==> config.mk <==
export PLATFORM = sky130hd
export DESIGN_NAME = pmpd_actuator
export DESIGN_NICKNAME = d
export VERILOG_FILES = /design/src/rtl/pmpd_pkg.sv /design/src/rtl/pmpd_actuator_pwm_gen8.sv /design/src/rtl/pmpd_actuator.sv
export SDC_FILE = /design/constraint.sdc
export NUM_CORES = 1
export LEC_CHECK = 0
export CAP_MARGIN = 20
export CORE_MARGIN = 8
export CORE_UTILIZATION = 53
export CTS_CLUSTER_SIZE = 20
export DETAILED_ROUTE_END_ITERATION = 16
export PLACE_DENSITY = 0.79
export REMOVE_ABC_BUFFERS = 1
export SYNTH_ARGS = -nofsm -noshare
export SYNTH_HDL_FRONTEND = slang
export SYNTH_SLANG_ARGS = --single-unit
==> constraint.sdc <==
create_clock -name clk -period 2.58 [get_ports clk]
set_clock_uncertainty 0.1 [all_clocks]
set_input_delay 0.516 -clock clk [delete_from_list [all_inputs] [get_ports clk]]
set_output_delay 0.516 -clock clk [all_outputs]
set_load 0.03 [all_outputs]
==> src/rtl/pmpd_pkg.sv <==
// Shared types and constants for the pedal-misapplication actuation stage.
package pmpd_pkg;

   typedef enum logic [2:0] {
      ST_IDLE    = 3'd0,
      ST_ARM     = 3'd1,
      ST_CUT     = 3'd2,
      ST_RAMP    = 3'd3,
      ST_HOLD    = 3'd4,
      ST_RELEASE = 3'd5
   } state_e;

   localparam logic [7:0] DUTY_MAX = 8'd255;

   localparam int RAMP_STEP_DEF    = 16;
   localparam int RELEASE_STEP_DEF = 8;
   localparam int HOLD_TICKS_DEF   = 30;
   localparam int ARM_TICKS_DEF    = 2;

   // 9-bit add so the carry out tells us to clamp at full duty
   function automatic logic [7:0] duty_up(input logic [7:0] duty, input logic [7:0] step);
      logic [8:0] sum;
      sum = {1'b0, duty} + {1'b0, step};
      return sum[8] ? DUTY_MAX : sum[7:0];
   endfunction

   // borrow out of the 9-bit subtract means we would go below zero
   function automatic logic [7:0] duty_down(input logic [7:0] duty, input logic [7:0] step);
      logic [8:0] diff;
      diff = {1'b0, duty} - {1'b0, step};
      return diff[8] ? 8'd0 : diff[7:0];
   endfunction

endpackage

==> src/rtl/pmpd_actuator_pwm_gen8.sv <==
// 8-bit PWM: free-running counter with a registered compare against duty.
module pwm_gen8
   import pmpd_pkg::*;
(
   input  logic       clk,
   input  logic       rst_n,
   input  logic [7:0] duty,
   output logic       pwm
);

   logic [7:0] cnt_q, cnt_d;
   logic       pwm_q, pwm_d;

   // counter wraps naturally; compare is strict so 255 leaves one low slot
   always_comb begin
      cnt_d = cnt_q + 8'd1;
      pwm_d = (cnt_q < duty);
   end

   // counter and compare registers
   always_ff @(posedge clk or negedge rst_n) begin
      if (!rst_n) begin
         cnt_q <= 8'd0;
         pwm_q <= 1'b0;
      end else begin
         cnt_q <= cnt_d;
         pwm_q <= pwm_d;
      end
   end

   assign pwm = pwm_q;

endmodule

==> src/rtl/pmpd_actuator.sv <==
// Actuation sequencer: throttle cut, ramped brake assist, timed hold,
// driver-acknowledged release and buzzer.
//
// state   | meaning
// IDLE    | no action, all outputs low
// ARM     | drive seen, counting consecutive drive ticks
// CUT     | throttle cut, brake duty still zero
// RAMP    | brake duty rising by RAMP_STEP per tick
// HOLD    | full brake duty for HOLD_TICKS ticks
// RELEASE | brake duty falling by RELEASE_STEP per tick
module pmpd_actuator
   import pmpd_pkg::*;
#(
   parameter int RAMP_STEP    = RAMP_STEP_DEF,
   parameter int RELEASE_STEP = RELEASE_STEP_DEF,
   parameter int HOLD_TICKS   = HOLD_TICKS_DEF,
   parameter int ARM_TICKS    = ARM_TICKS_DEF
) (
   input  logic       clk,
   input  logic       rst_n,
   input  logic       tick_10hz,
   input  logic       drive,
   input  logic       release_req,
   output logic       throttle_cut,
   output logic       brake_pwm,
   output logic [7:0] brake_duty,
   output logic       buzzer,
   output logic       active
);

   localparam logic [7:0]  RAMP_STEP_B = 8'(RAMP_STEP);
   localparam logic [7:0]  REL_STEP_B  = 8'(RELEASE_STEP);
   localparam logic [7:0]  ARM_MAX     = 8'(ARM_TICKS);
   localparam logic [15:0] HOLD_LAST   = 16'(HOLD_TICKS - 1);

   state_e      state_q, state_d;
   logic [7:0]  arm_cnt_q, arm_cnt_d;
   logic [15:0] hold_cnt_q, hold_cnt_d;
   logic [7:0]  duty_q, duty_d;
   logic        buzzer_q, buzzer_d;
   logic        throttle_cut_q, throttle_cut_d;
   logic        active_q, active_d;
   logic        rel_s1_q, rel_s1_d;
   logic        rel_s2_q, rel_s2_d;

   // next-state, counters and registered outputs; everything moves only on a tick
   always_comb begin
      state_d    = state_q;
      arm_cnt_d  = arm_cnt_q;
      hold_cnt_d = hold_cnt_q;
      duty_d     = duty_q;
      buzzer_d   = buzzer_q;
      rel_s1_d   = release_req;
      rel_s2_d   = rel_s1_q;

      if (tick_10hz) begin
         case (state_q)
            ST_IDLE: begin
               if (drive) begin
                  state_d   = ST_ARM;
                  arm_cnt_d = 8'd1;
               end
            end
            ST_ARM: begin
               if (!drive) begin
                  state_d   = ST_IDLE;
                  arm_cnt_d = 8'd0;
               end else if (arm_cnt_q >= ARM_MAX) begin
                  state_d   = ST_CUT;
                  arm_cnt_d = 8'd0;
               end else begin
                  arm_cnt_d = arm_cnt_q + 8'd1;
               end
            end
            ST_CUT: begin
               state_d = ST_RAMP;
               duty_d  = duty_up(duty_q, RAMP_STEP_B);
            end
            ST_RAMP: begin
               if (duty_q == DUTY_MAX) begin
                  state_d    = ST_HOLD;
                  hold_cnt_d = 16'd0;
               end else begin
                  duty_d = duty_up(duty_q, RAMP_STEP_B);
               end
            end
            ST_HOLD: begin
               duty_d = DUTY_MAX;
               // the driver can only cut the hold short once the detector lets go
               if (rel_s2_q && !drive) begin
                  state_d = ST_RELEASE;
               end else if (hold_cnt_q == HOLD_LAST) begin
                  if (drive) hold_cnt_d = 16'd0;
                  else       state_d    = ST_RELEASE;
               end else begin
                  hold_cnt_d = hold_cnt_q + 16'd1;
               end
            end
            ST_RELEASE: begin
               // re-escalation wins over the decrement
               if (drive) begin
                  state_d = ST_RAMP;
                  duty_d  = duty_up(duty_q, RAMP_STEP_B);
               end else if (duty_q == 8'd0) begin
                  state_d = ST_IDLE;
               end else begin
                  duty_d = duty_down(duty_q, REL_STEP_B);
               end
            end
            default: state_d = ST_IDLE;
         endcase
         buzzer_d = (state_d == ST_IDLE) ? 1'b0 : ~buzzer_q;
      end

      active_d       = (state_d != ST_IDLE);
      throttle_cut_d = (state_d == ST_CUT) || (state_d == ST_RAMP) ||
                       (state_d == ST_HOLD) || (state_d == ST_RELEASE);
   end

   // state, counters, synchronizer and output registers
   always_ff @(posedge clk or negedge rst_n) begin
      if (!rst_n) begin
         state_q        <= ST_IDLE;
         arm_cnt_q      <= 8'd0;
         hold_cnt_q     <= 16'd0;
         duty_q         <= 8'd0;
         buzzer_q       <= 1'b0;
         throttle_cut_q <= 1'b0;
         active_q       <= 1'b0;
         rel_s1_q       <= 1'b0;
         rel_s2_q       <= 1'b0;
      end else begin
         state_q        <= state_d;
         arm_cnt_q      <= arm_cnt_d;
         hold_cnt_q     <= hold_cnt_d;
         duty_q         <= duty_d;
         buzzer_q       <= buzzer_d;
         throttle_cut_q <= throttle_cut_d;
         active_q       <= active_d;
         rel_s1_q       <= rel_s1_d;
         rel_s2_q       <= rel_s2_d;
      end
   end

   pwm_gen8 u_pwm (
      .clk   (clk),
      .rst_n (rst_n),
      .duty  (duty_q),
      .pwm   (brake_pwm)
   );

   assign throttle_cut = throttle_cut_q;
   assign brake_duty   = duty_q;
   assign buzzer       = buzzer_q;
   assign active       = active_q;

endmodule

After elaboration in Yosys (flattened, before gate mapping)

Index checks and enable logic that the tools add are counted.

Bits of input ports: 5
Word-level logic and storage cells: 79
Bits in registers: 49
Output and inout port bits: 12

Bitwise operators: 1
Mux-type cells: 28
Equality and inequality tests: 17
Magnitude comparators: 2
Reductions and logical operators: 15
Add/subtract/negate cells: 5

Operators with widths:

| operator                                                          | number |
|---|---|
| two-way mux 16 bit                                                | 4 |
| two-way mux 8 bit                                                 | 8 |
| two-way mux 3 bit                                                 | 11 |
| one-hot mux 16 bit (2 select lines)                               | 1 |
| one-hot mux 8 bit (4 select lines)                                | 1 |
| one-hot mux 3 bit (6 select lines)                                | 1 |
| adder 16 x 1 -> 16 bit, second input constant                     | 1 |
| adder 8 x 1 -> 8 bit, second input constant                       | 2 |
| equality test 16 x 5 -> 1 bit, second input constant              | 1 |
| one-hot mux 8 bit (2 select lines)                                | 1 |
| equality test 3 x 2 -> 1 bit, second input constant               | 4 |
| equality test 3 bit, second input constant                        | 4 |
| adder 8 x 5 -> 9 bit, second input constant                       | 1 |
| subtractor 8 x 4 -> 9 bit, second input constant                  | 1 |
| equality test 8 bit, second input constant                        | 1 |
| greater-or-equal comparator 8 x 2 -> 1 bit, second input constant | 1 |
| zero test 8 bit                                                   | 1 |
| < comparator 8 bit                                                | 1 |
| != test 2 bit, second input constant                              | 4 |
| zero test 3 bit                                                   | 2 |
| != test 3 bit, second input constant                              | 2 |
| AND reduction 5 bit                                               | 1 |
| AND reduction 4 bit                                               | 1 |
| nonzero test 2 bit                                                | 2 |
| 9 further kinds                                                   | 11 |

Longest topological paths before layout

Depth after elaboration: 10
Mapped depth: 9
Depth with buffers taken out: 7

Hierarchy

Synthesis repeated with hierarchy kept, for this count alone.

Cell total of the unflattened synthesis: 312
Area total of the unflattened synthesis: 2899.0 sq um

Modules (own cells, without submodules):

| module        | cells each | seq. area each (sq um) | area an instance (sq um) | times used |
|---|---|---|---|---|
| pmpd_actuator | 260        | 1001.0                 | 2379.8                   | 1 |
| pwm_gen8      | 52         | 225.2                  | 519.2                    | 1 |

Worst setup path before layout

OpenSTA, ideal clock, no wires.

Path type: flip-flop to flip-flop
From: register duty_q[4] (netlist: brake_duty[4])
To: register duty_q[0] (netlist: brake_duty[0])
Period minus slack after synthesis: 2.402 ns
Path slack: 0.178 ns
Buffers on the path: 0
Stages on the path, launching flop included: 7
Data required time: 2.362 ns
Setup time: 0.118 ns
Arrival time: 2.184 ns
Path through: dfrtp_1 inv_1 ha_1 a21bo_2 o31ai_1 or3b_2 a21o_1

Word-level cells in the longest chain between the ends: 5
Elaborated cells between the ends (all ways): 13
Classes of those cells: 2 x add/sub; 3 x eq/ne; 6 x mux; 2 x reduce/logical

Ends and longest elaborated chain:

| element                            | line                 | source |
|---|---|---|
| start, declared                    | pmpd_actuator.sv:39  | `logic [7:0] duty_q, duty_d;` |
| start signal, assigned             | pmpd_actuator.sv:136 | `duty_q <= duty_d;` |
| subtractor 8 x 4 -> 9 bit          | pmpd_pkg.sv:30       | `diff = {1'b0, duty} - {1'b0, step};` |
| two-way mux 8 bit                  | pmpd_pkg.sv:31       | `return diff[8] ? 8'd0 : diff[7:0];` |
| two-way mux 8 bit                  | pmpd_actuator.sv:104 | `end else if (duty_q == 8'd0) begin` |
| two-way mux 8 bit                  | pmpd_actuator.sv:101 | `if (drive) begin` |
| one-hot mux 8 bit (4 select lines) | pmpd_actuator.sv:57  | `case (state_q)` |

Parallel ways exist; a longest one is shown, timed or not. The select of a mux whose other input is x is not followed.
A chain may end at the register's enable or synchronous reset.

Final worst setup path

From: register duty_q[5] (netlist: brake_duty[5])
To: register duty_q[1] (netlist: brake_duty[1])

The elaborated chain is that of the path after synthesis.

==> results.cfg <==
[critical_path]
crit_chain = inv_1 -> ha_1 -> a21bo_2 -> o31ai_2 -> or3b_2 -> a21o_1
end_kind = flop
cp.depth = 6
critical-path-slowest-cell = or3b_2
critPathLaunch = brake_duty[5]$_DFFE_PN0P_
cp-endpoint = brake_duty[1]$_DFFE_PN0P_
worst-setup-path-type = flop to flop
required_ps = 2670
path_max_fanout = 6
critPathTopFamily = compound AO/OA/AOI/OAI gates
arrival_ps = 2430
r2r_start = brake_duty[5]$_DFFE_PN0P_
reg2reg_to = brake_duty[1]$_DFFE_PN0P_
slowest_delay_ps = 520
worst-path-buf-inv = 1
ff2ff_setup_slack_ps = 230
cp-start-kind = flop
reg2reg_depth = 6

[cts]
cts_tree = done
hold_buffers = 0
cts_buffers = 5
cts_setup_buffers = 0
htreeDepth = 2
clockBufferDepth = 2
cts_root_buffer = clkbuf_8
clkLatencyLatePin_ps = 300
cts.reportedPaths.clkPinSlew_ps = 100
cts_sinks = 49

[routing]
vias = 2267
ant_nets = 0
drc = 0
drt_pre_antenna_iters = 4
wire_per_inst_um = 14.5
drt_iter0_drc = 197
drt_wl_total_um = 5690
routed_via_density = 5.80

[synthesis]
netlist_instances = 296
async_flop_share_pct = 100
ys.flop_type = dfrtp_1
synth-seq-cells = 49
synth_warnings = 0
yosysUniqueCellTypes = 52
synth_enable_flop_cells = 0
seq_area_frac_synth_pct = 43.9
syn_area_per_cell_um2 = 9.44
synth_area_mm2 = 0.00279

[floorplanning]
core_area_mm2 = 0.00511
rows = 26
die_w_um = 88.6
die-area_mm2 = 0.00785
io_pins = 17
die_h_um = 88.6
start_util_pct = 54.7

[final_layout]
syn_to_final_growth_pct = 13.6
fin_nets = 341
antennaDiodeCount = 0
mostFrequentLayoutCells = dfrtp_1, o21ai_0, a21oi_1, inv_1, nand2_1
final_common_cell = dfrtp_1
stdcell_count = 391
drive_gt1_share_pct = 11.5

[pwr]
pwr-share-comb_pct = 41.2
leakage_uw = 0.00137
vdd_drop_max_v = 0.000537
swShare_pct = 40.6
p_clk_share_pct = 17.0
power_per_cell_area_mw_per_mm2 = 912
p_int_uw = 1720
p_sw_uw = 1180
seqPwrFrac_pct = 41.8

[sta]
hold_viol = 0
fin_crit_sh_pct = 90.9
tns_ps = 0
rsz0062_at_grt = no
setup_viol = 0
tightest_slew_ps = 591
fin_crit_ps = 2350
max_slew_margin_pct = 60.3
slew_viol_final = 0
fmax_mhz = 426

[global_route]
grt_usage_pct = 16.0
overflow = 0
grt_pass1_vias = 2198
grt_max_degree = 32
grt_pass1_wl_um = 10100
antenna_found_initial = 0

[run_status]
status = complete, no violations

[placed_design]
dp_cells = 383
gp_congestion = 0.873
dpl.hpwl_um = 4140
io_buffers = 16

[worst_hold_path]
hold_path.class = primary input to asynchronous set/reset pin

[job]
cap_viol_max_count = 0
per-stage QoR:
step	cell area, um2	utilization [%]	power, uW	hold slack (ps)	worst slack (ps)
2_1_floorplan	2740	-	1960	120	146
3_3_place_gp	3060	59.9	2360	234	114
3_5_place_dp	3060	59.9	2400	236	60.9
4_1_cts	3160	61.9	2900	45.6	93.4
5_1_grt	3170	62.2	3110	59.6	93.4
6_report	3170	62.2	2900	32.9	234
timing repair:
| action | 4_1_cts | 5_1_grt |
|---|---|---|
| endpoints found under the hold margin | 0 | 0 |
| resized for setup | 0 | 2 |
| endpoints found under the setup margin | 0 | 4 |
how the worst min path moves through the flow:
stage / end / startpoint / slack, ps
6_report: arm_cnt_q[5]$_DFFE_PN0P_ / rst_n / 30
5_1_grt: arm_cnt_q[5]$_DFFE_PN0P_ / rst_n / 60
4_1_cts: arm_cnt_q[5]$_DFFE_PN0P_ / rst_n / 50
3_5_place_dp: rel_s2_q$_DFF_PN0_ / rel_s1_q$_DFF_PN0_ / 240
3_3_place_gp: rel_s2_q$_DFF_PN0_ / rel_s1_q$_DFF_PN0_ / 230
2_1_floorplan: active$_DFF_PN0_ / rst_n / 120
cell usage after synthesis, drive strengths merged (3+ instances only):
library cell  instances  area (um2)
nor2b                 4        25.0
nor3                 10        55.1
xor2                  3        26.3
ha                   16         200
nor3b                 3        22.5
nand2                19        71.3
and4                  4        35.0
or3b                  3        28.8
nand3                14        75.1
o21ai                31         170
dfrtp                49        1230
buf                   7        46.3
xnor2                 6        52.6
nor4b                 4        35.0
a21oi                23         115
a21o                  4        30.0
or3                  10        62.6
nor2                 14        52.6
inv                  21        78.8
a31oi                 9        56.3
nand4                 4        25.0
nor4                  3        18.8
clkbuf                3        11.3
flip-flops by register name, summed over array words and instances (netlist names):
register	count
active	1
arm_cnt_q	8
brake_duty	8
buzzer	1
hold_cnt_q	16
rel_s1_q	1
rel_s2_q	1
state_q	3
throttle_cut	1
u_pwm.cnt_q	8
u_pwm.pwm	1
logic make-up after synthesis:
kind of cell | Yosys count | synth area share [%]
xor gates and xnor gates | 9 | 2.82
buffers and inverters | 31 | 4.88
adders and majority gates | 16 | 7.17
AOI/OAI and AO/OA | 87 | 19.7
and+or+nand+nor | 102 | 20.8
DFF | 49 | 43.9
muxes | 2 | 0.717
routing by layer:
metal  routed length [um]  track usage (%)  vias up
li1                     -                -     1133
met1                 2700             21.1     1079
met2                 2700             25.7       53
met3                  241             2.97        2
met4                   41             5.07        0
met5                    0                0        -
area by class of cell:
cell class,count,area [um2]
multi-input combinational,216,1440
inverter,21,78.8
fill,405,1930
clock buffer,7,96.3
timing repair buffer,27,238
tap,70,87.6
clock inverter,1,5.00
sequential,49,1230
power groups by stage:
stage                     sequential, uW  combinational, uW  clock, uW
after floorplan                     1320                641          0
after global placement              1210               1150          0
after detailed placement            1210               1190          0
after CTS                           1200               1200        502
after global routing                1250               1320        534
final                               1210               1190        492
Power figures use the tool's default switching activity.
==> RTL change 1 (config.mk and constraints unchanged) <==
The 6 states of `state_e` get a Gray code encoding in 3 bits.
--- a/src/rtl/pmpd_pkg.sv
+++ b/src/rtl/pmpd_pkg.sv
@@ -2,12 +2,12 @@
 package pmpd_pkg;
 
    typedef enum logic [2:0] {
-      ST_IDLE    = 3'd0,
-      ST_ARM     = 3'd1,
-      ST_CUT     = 3'd2,
-      ST_RAMP    = 3'd3,
-      ST_HOLD    = 3'd4,
-      ST_RELEASE = 3'd5
+      ST_IDLE    = 3'b000,
+      ST_ARM     = 3'b001,
+      ST_CUT     = 3'b011,
+      ST_RAMP    = 3'b010,
+      ST_HOLD    = 3'b110,
+      ST_RELEASE = 3'b111
    } state_e;
 
    localparam logic [7:0] DUTY_MAX = 8'd255;
Behaviour: no difference found for any inputs over 10 cycles, from zero or initial values and one cycle with rst_n low; not proved beyond that.
==> RTL change 1 against the unedited design <==
- design area increased by 3.0%
- routed wire length increased by 6.9%
- total power decreased by 5.2%
- setup slack improved by 26 ps
- clock power increased by 14%
- sequential cell count decreased by 1
- area after synthesis increased by 3.7%
- combinational power decreased by 6%
==> RTL change 1: results (changes against the unedited design) <==
status finished clean (unchanged); top post-synthesis cells by area dfrtp_1 (41%), ha_1 (6.9%), nand2_1 (3.1%), a21oi_1 (2.8%), nor2_1 (2.6%) (was dfrtp_1 (44%), ha_1 (7.2%), o21ai_0 (4.8%), a21oi_1 (4.1%), inv_1 (2.8%)); pin count of the biggest net entering global routing 27 (was 32); DRT Pass-1 Iters 5 (was 4); CP Data Arrival Time 2460 ps (was 2430 ps); global-route wire length before repair 10300 µm (was 10100 µm); Worst R2R End brake_duty[0] (was brake_duty[1]); routed wl met2 3080 µm (was 2700 µm); GR met2 Demand/Resource 0.257 (about the same); vias 2355 (was 2267); GR Layer Usage met1 0.175 (was 0.211); Total GRT Usage 0.146 (was 0.160); slowest CP cell dfrtp_1 (was or3b_2); Slew @ Worst Pin 735 ps (was 591 ps); part of the Yosys area used for sequential elements 0.415 (was 0.439); share of cells above drive strength 1 0.123 (was 0.115); Static Leak 1.45 nW (was 1.37 nW); post-layout min period 2320 ps (was 2350 ps); post-synth top area share 0.415 (was 0.439); FILL cells 441 (was 405); Post-DP Area 3160 µm² (was 3060 µm²); Iter 0 DRT Violations 141 (was 197); Final #Nets 337 (was 341); count of cell types in the netlist 70 (was 52); routed wire length 6080 µm (was 5690 µm); r2r worst-path depth 7 (was 6); Post-synth top cells dfrtp_1 (48), nand2_1 (24), nor2_1 (20) (was dfrtp_1 (49), o21ai_0 (27), a21oi_1 (23)); critical path fanouts, max 7 (was 6); crit-path max cell delay 460 ps (was 520 ps); met3 GRT Util 0.0299 (was 0.0297)
[RTL change 1: layout make-up]
| type | count | share of cell area |
|---|---|---|
| Multi-Input combinational cell | 218 | 0.475 |
| Sequential cell | 48 | 0.367 |
| Timing Repair Buffer | 27 | 0.0765 |
| Tap cell | 72 | 0.0275 |
| Clock buffer | 5 | 0.0210 |
| Inverter | 16 | 0.0184 |
| Clock inverter | 3 | 0.0142 |
[RTL change 1: metrics by stage]
stage          hold WS, ps  instances
5_1_grt                141        389
6_report              99.9        389
2_1_floorplan          120        282
4_1_cts                115        389
3_3_place_gp           234        381
3_5_place_dp           237        381
[RTL change 1: kinds of logic (layout without fill, tap and decap cells)]
family | after synthesis | count (layout) | share of synthesized area
xor gates and xnor gates | 6 | 6 | 0.0181
and+or+nand+nor | 106 | 106 | 0.209
muxes | 7 | 7 | 0.0246
buffers and inverters | 29 | 51 | 0.0492
adders and majority gates | 16 | 16 | 0.0691
AOI/OAI and AO/OA | 83 | 83 | 0.215
DFF | 48 | 48 | 0.415
[RTL change 1: worst min-delay path by stage]
stage / cells past startpoint / slack, ps / to / startpoint
final: 1 / 100 / u_pwm.pwm / rst_n
after global placement: 0 / 230 / rel_s2_q / rel_s1_q
after detailed placement: 0 / 240 / rel_s2_q / rel_s1_q
after floorplan: 0 / 120 / active / rst_n
after CTS: 1 / 120 / u_pwm.pwm / rst_n
after global routing: 1 / 140 / u_pwm.pwm / rst_n
[RTL change 1: where the power goes]
part,internal (W),switching (W)
combinational,0.000484,0.000635
sequential,0.000874,0.000190
clock,0.000292,0.000267
==> RTL change 2 (same settings) <==
Without the edit above. The package constant `DUTY_MAX` goes from 8'd255 to 8'd127.
--- a/src/rtl/pmpd_pkg.sv
+++ b/src/rtl/pmpd_pkg.sv
@@ -10,7 +10,7 @@
       ST_RELEASE = 3'd5
    } state_e;
 
-   localparam logic [7:0] DUTY_MAX = 8'd255;
+   localparam logic [7:0] DUTY_MAX = 8'd127;
 
    localparam int RAMP_STEP_DEF    = 16;
    localparam int RELEASE_STEP_DEF = 8;
Function: same outputs for any inputs over 10 cycles, from zero or initial values and one cycle with rst_n low; that may be too few to reach the edited logic, so the function may still have changed.
==> RTL change 2 against the unedited design <==
- design area hardly changed
- non-clock buffer count stayed put
- total power is 10% higher
- sequential cell count stayed put
- via count is 0.53% higher
- routed wire length is 2.4% higher
- first-iteration DRC count is 40% lower
- worst hold slack better by 75 ps
- setup slack better by 19 ps
- area after synthesis is 0.67% higher
- critical endpoint is now brake_duty[5]
- largest power group is now combinational logic
==> RTL change 2: results (changes against the unedited design) <==
status finished clean (unchanged); crit path launch brake_duty[4] (was brake_duty[5]); vias 2279 (was 2267); multiplexer share of the synthesized area 0 (was 0.00717); reg2reg setup slack 250 ps (was 230 ps); count of cell types in the netlist 60 (was 52); post-synthesis cell count 292 (was 296); critical path fanouts, max 8 (was 6); top post-synthesis cells by area dfrtp_1 (44%), ha_1 (7.1%), o21ai_1 (4.3%), nand2_1 (3.5%), nor2_1 (2.7%) (was dfrtp_1 (44%), ha_1 (7.2%), o21ai_0 (4.8%), a21oi_1 (4.1%), inv_1 (2.8%)); Static Leak 1.43 nW (was 1.37 nW); part of the Yosys area used for sequential elements 0.436 (was 0.439); Post-DP Area 3060 µm² (about the same); Compound-Gate Fraction of Synth Area 0.233 (was 0.197); Total GRT Usage 0.158 (was 0.160); VDD IR-drop max 0.674 mV (was 0.537 mV); Worst R2R End brake_duty[5] (was brake_duty[1]); Detailed Place HPWL 4250 µm (was 4140 µm); Iter 0 DRT Violations 119 (was 197); placed cells 376 (was 383); vias in the first global route 2217 (was 2198); share of synthesized cell area in full adder, half adder and majority cells 0.0712 (was 0.0717); Post-synth top cells dfrtp_1 (49), nand2_1 (26), o21ai_1 (24) (was dfrtp_1 (49), o21ai_0 (27), a21oi_1 (23)); global-route wire length before repair 9850 µm (was 10100 µm); post_cts resized 0 (unchanged); share of cells above drive strength 1 0.0892 (was 0.115); delay-heaviest family, CP compound AO/OA/AOI/OAI gates (unchanged); total power 0.00319 W (was 0.00290 W); Slew @ Worst Pin 604 ps (was 591 ps); crit-path max cell delay 580 ps (was 520 ps); routed wire length 5820 µm (was 5690 µm); pin count of the biggest net entering global routing 28 (was 32); clock latency on the worst-skew pair 300 ps (about the same); gpl congestion 0.907 (was 0.873); routed vias/inst 5.93 (was 5.80); fraction of synthesized cell area in xor and xnor cells 0.0280 (was 0.0282); Pint 0.00184 W (was 0.00172 W); Hold WC Path Type in2async (unchanged); Final #Nets 334 (was 341); CTS clk-pin slew, worst paths 90 ps; slowest CP cell a221oi_2 (was or3b_2)
RTL change 2: kinds of logic (layout without fill, tap and decap cells):
family                   count (synthesis)  in the layout
AND/OR/NAND/NOR                         96             96
AO/OA/AOI/OAI                           94             94
flip-flops                              49             49
buffers and inverters                   28             50
adder cells (fa/ha/maj)                 16             16
XOR/XNOR                                 9              9
RTL change 2: cell type report:
class	count	area [µm²]
clock inverter	2	38.8
multi-input combinational	215	1450
timing repair buffer	27	238
inverter	15	56.3
clock buffer	6	72.6
fill	436	1940
sequential	49	1230
tap	70	87.6
RTL change 2: metrics by stage:
step,util,setup slack (ps)
global route,0.621,140
global placement,0.599,247
floorplan,-,282
detailed placement,0.599,201
finish,0.621,253
CTS,0.621,247
RTL change 2: worst min-delay path by stage:
stage                        start             to  slack (ps)  cells after the start
after global routing         rst_n  brake_duty[4]         160                      1
after floorplan              rst_n         active         120                      0
final                        rst_n  brake_duty[4]         110                      1
after detailed placement  rel_s1_q       rel_s2_q         260                      0
after CTS                    rst_n  brake_duty[4]         120                      1
after global placement    rel_s1_q       rel_s2_q         250                      0
RTL change 2: power by group through the flow:
stage | logic [W] | clock network (W) | registers (W)
after global placement | 0.00146 | 0 | 0.00115
after floorplan | 0.000829 | 0 | 0.00129
after CTS | 0.00150 | 0.000570 | 0.00114
after global routing | 0.00164 | 0.000590 | 0.00117
final | 0.00149 | 0.000555 | 0.00114
after detailed placement | 0.00149 | 0 | 0.00115
RTL change 2: layer usage:
layer / global-route usage / part of all wire / vias to the layer above / wire length, µm
met5: 0 / 0 / - / 0
met4: 0.0538 / 0.011 / 0 / 62
met3: 0.0334 / 0.042 / 5 / 246
met2: 0.267 / 0.49 / 54 / 2850
met1: 0.193 / 0.46 / 1101 / 2670
li1: - / - / 1119 / -
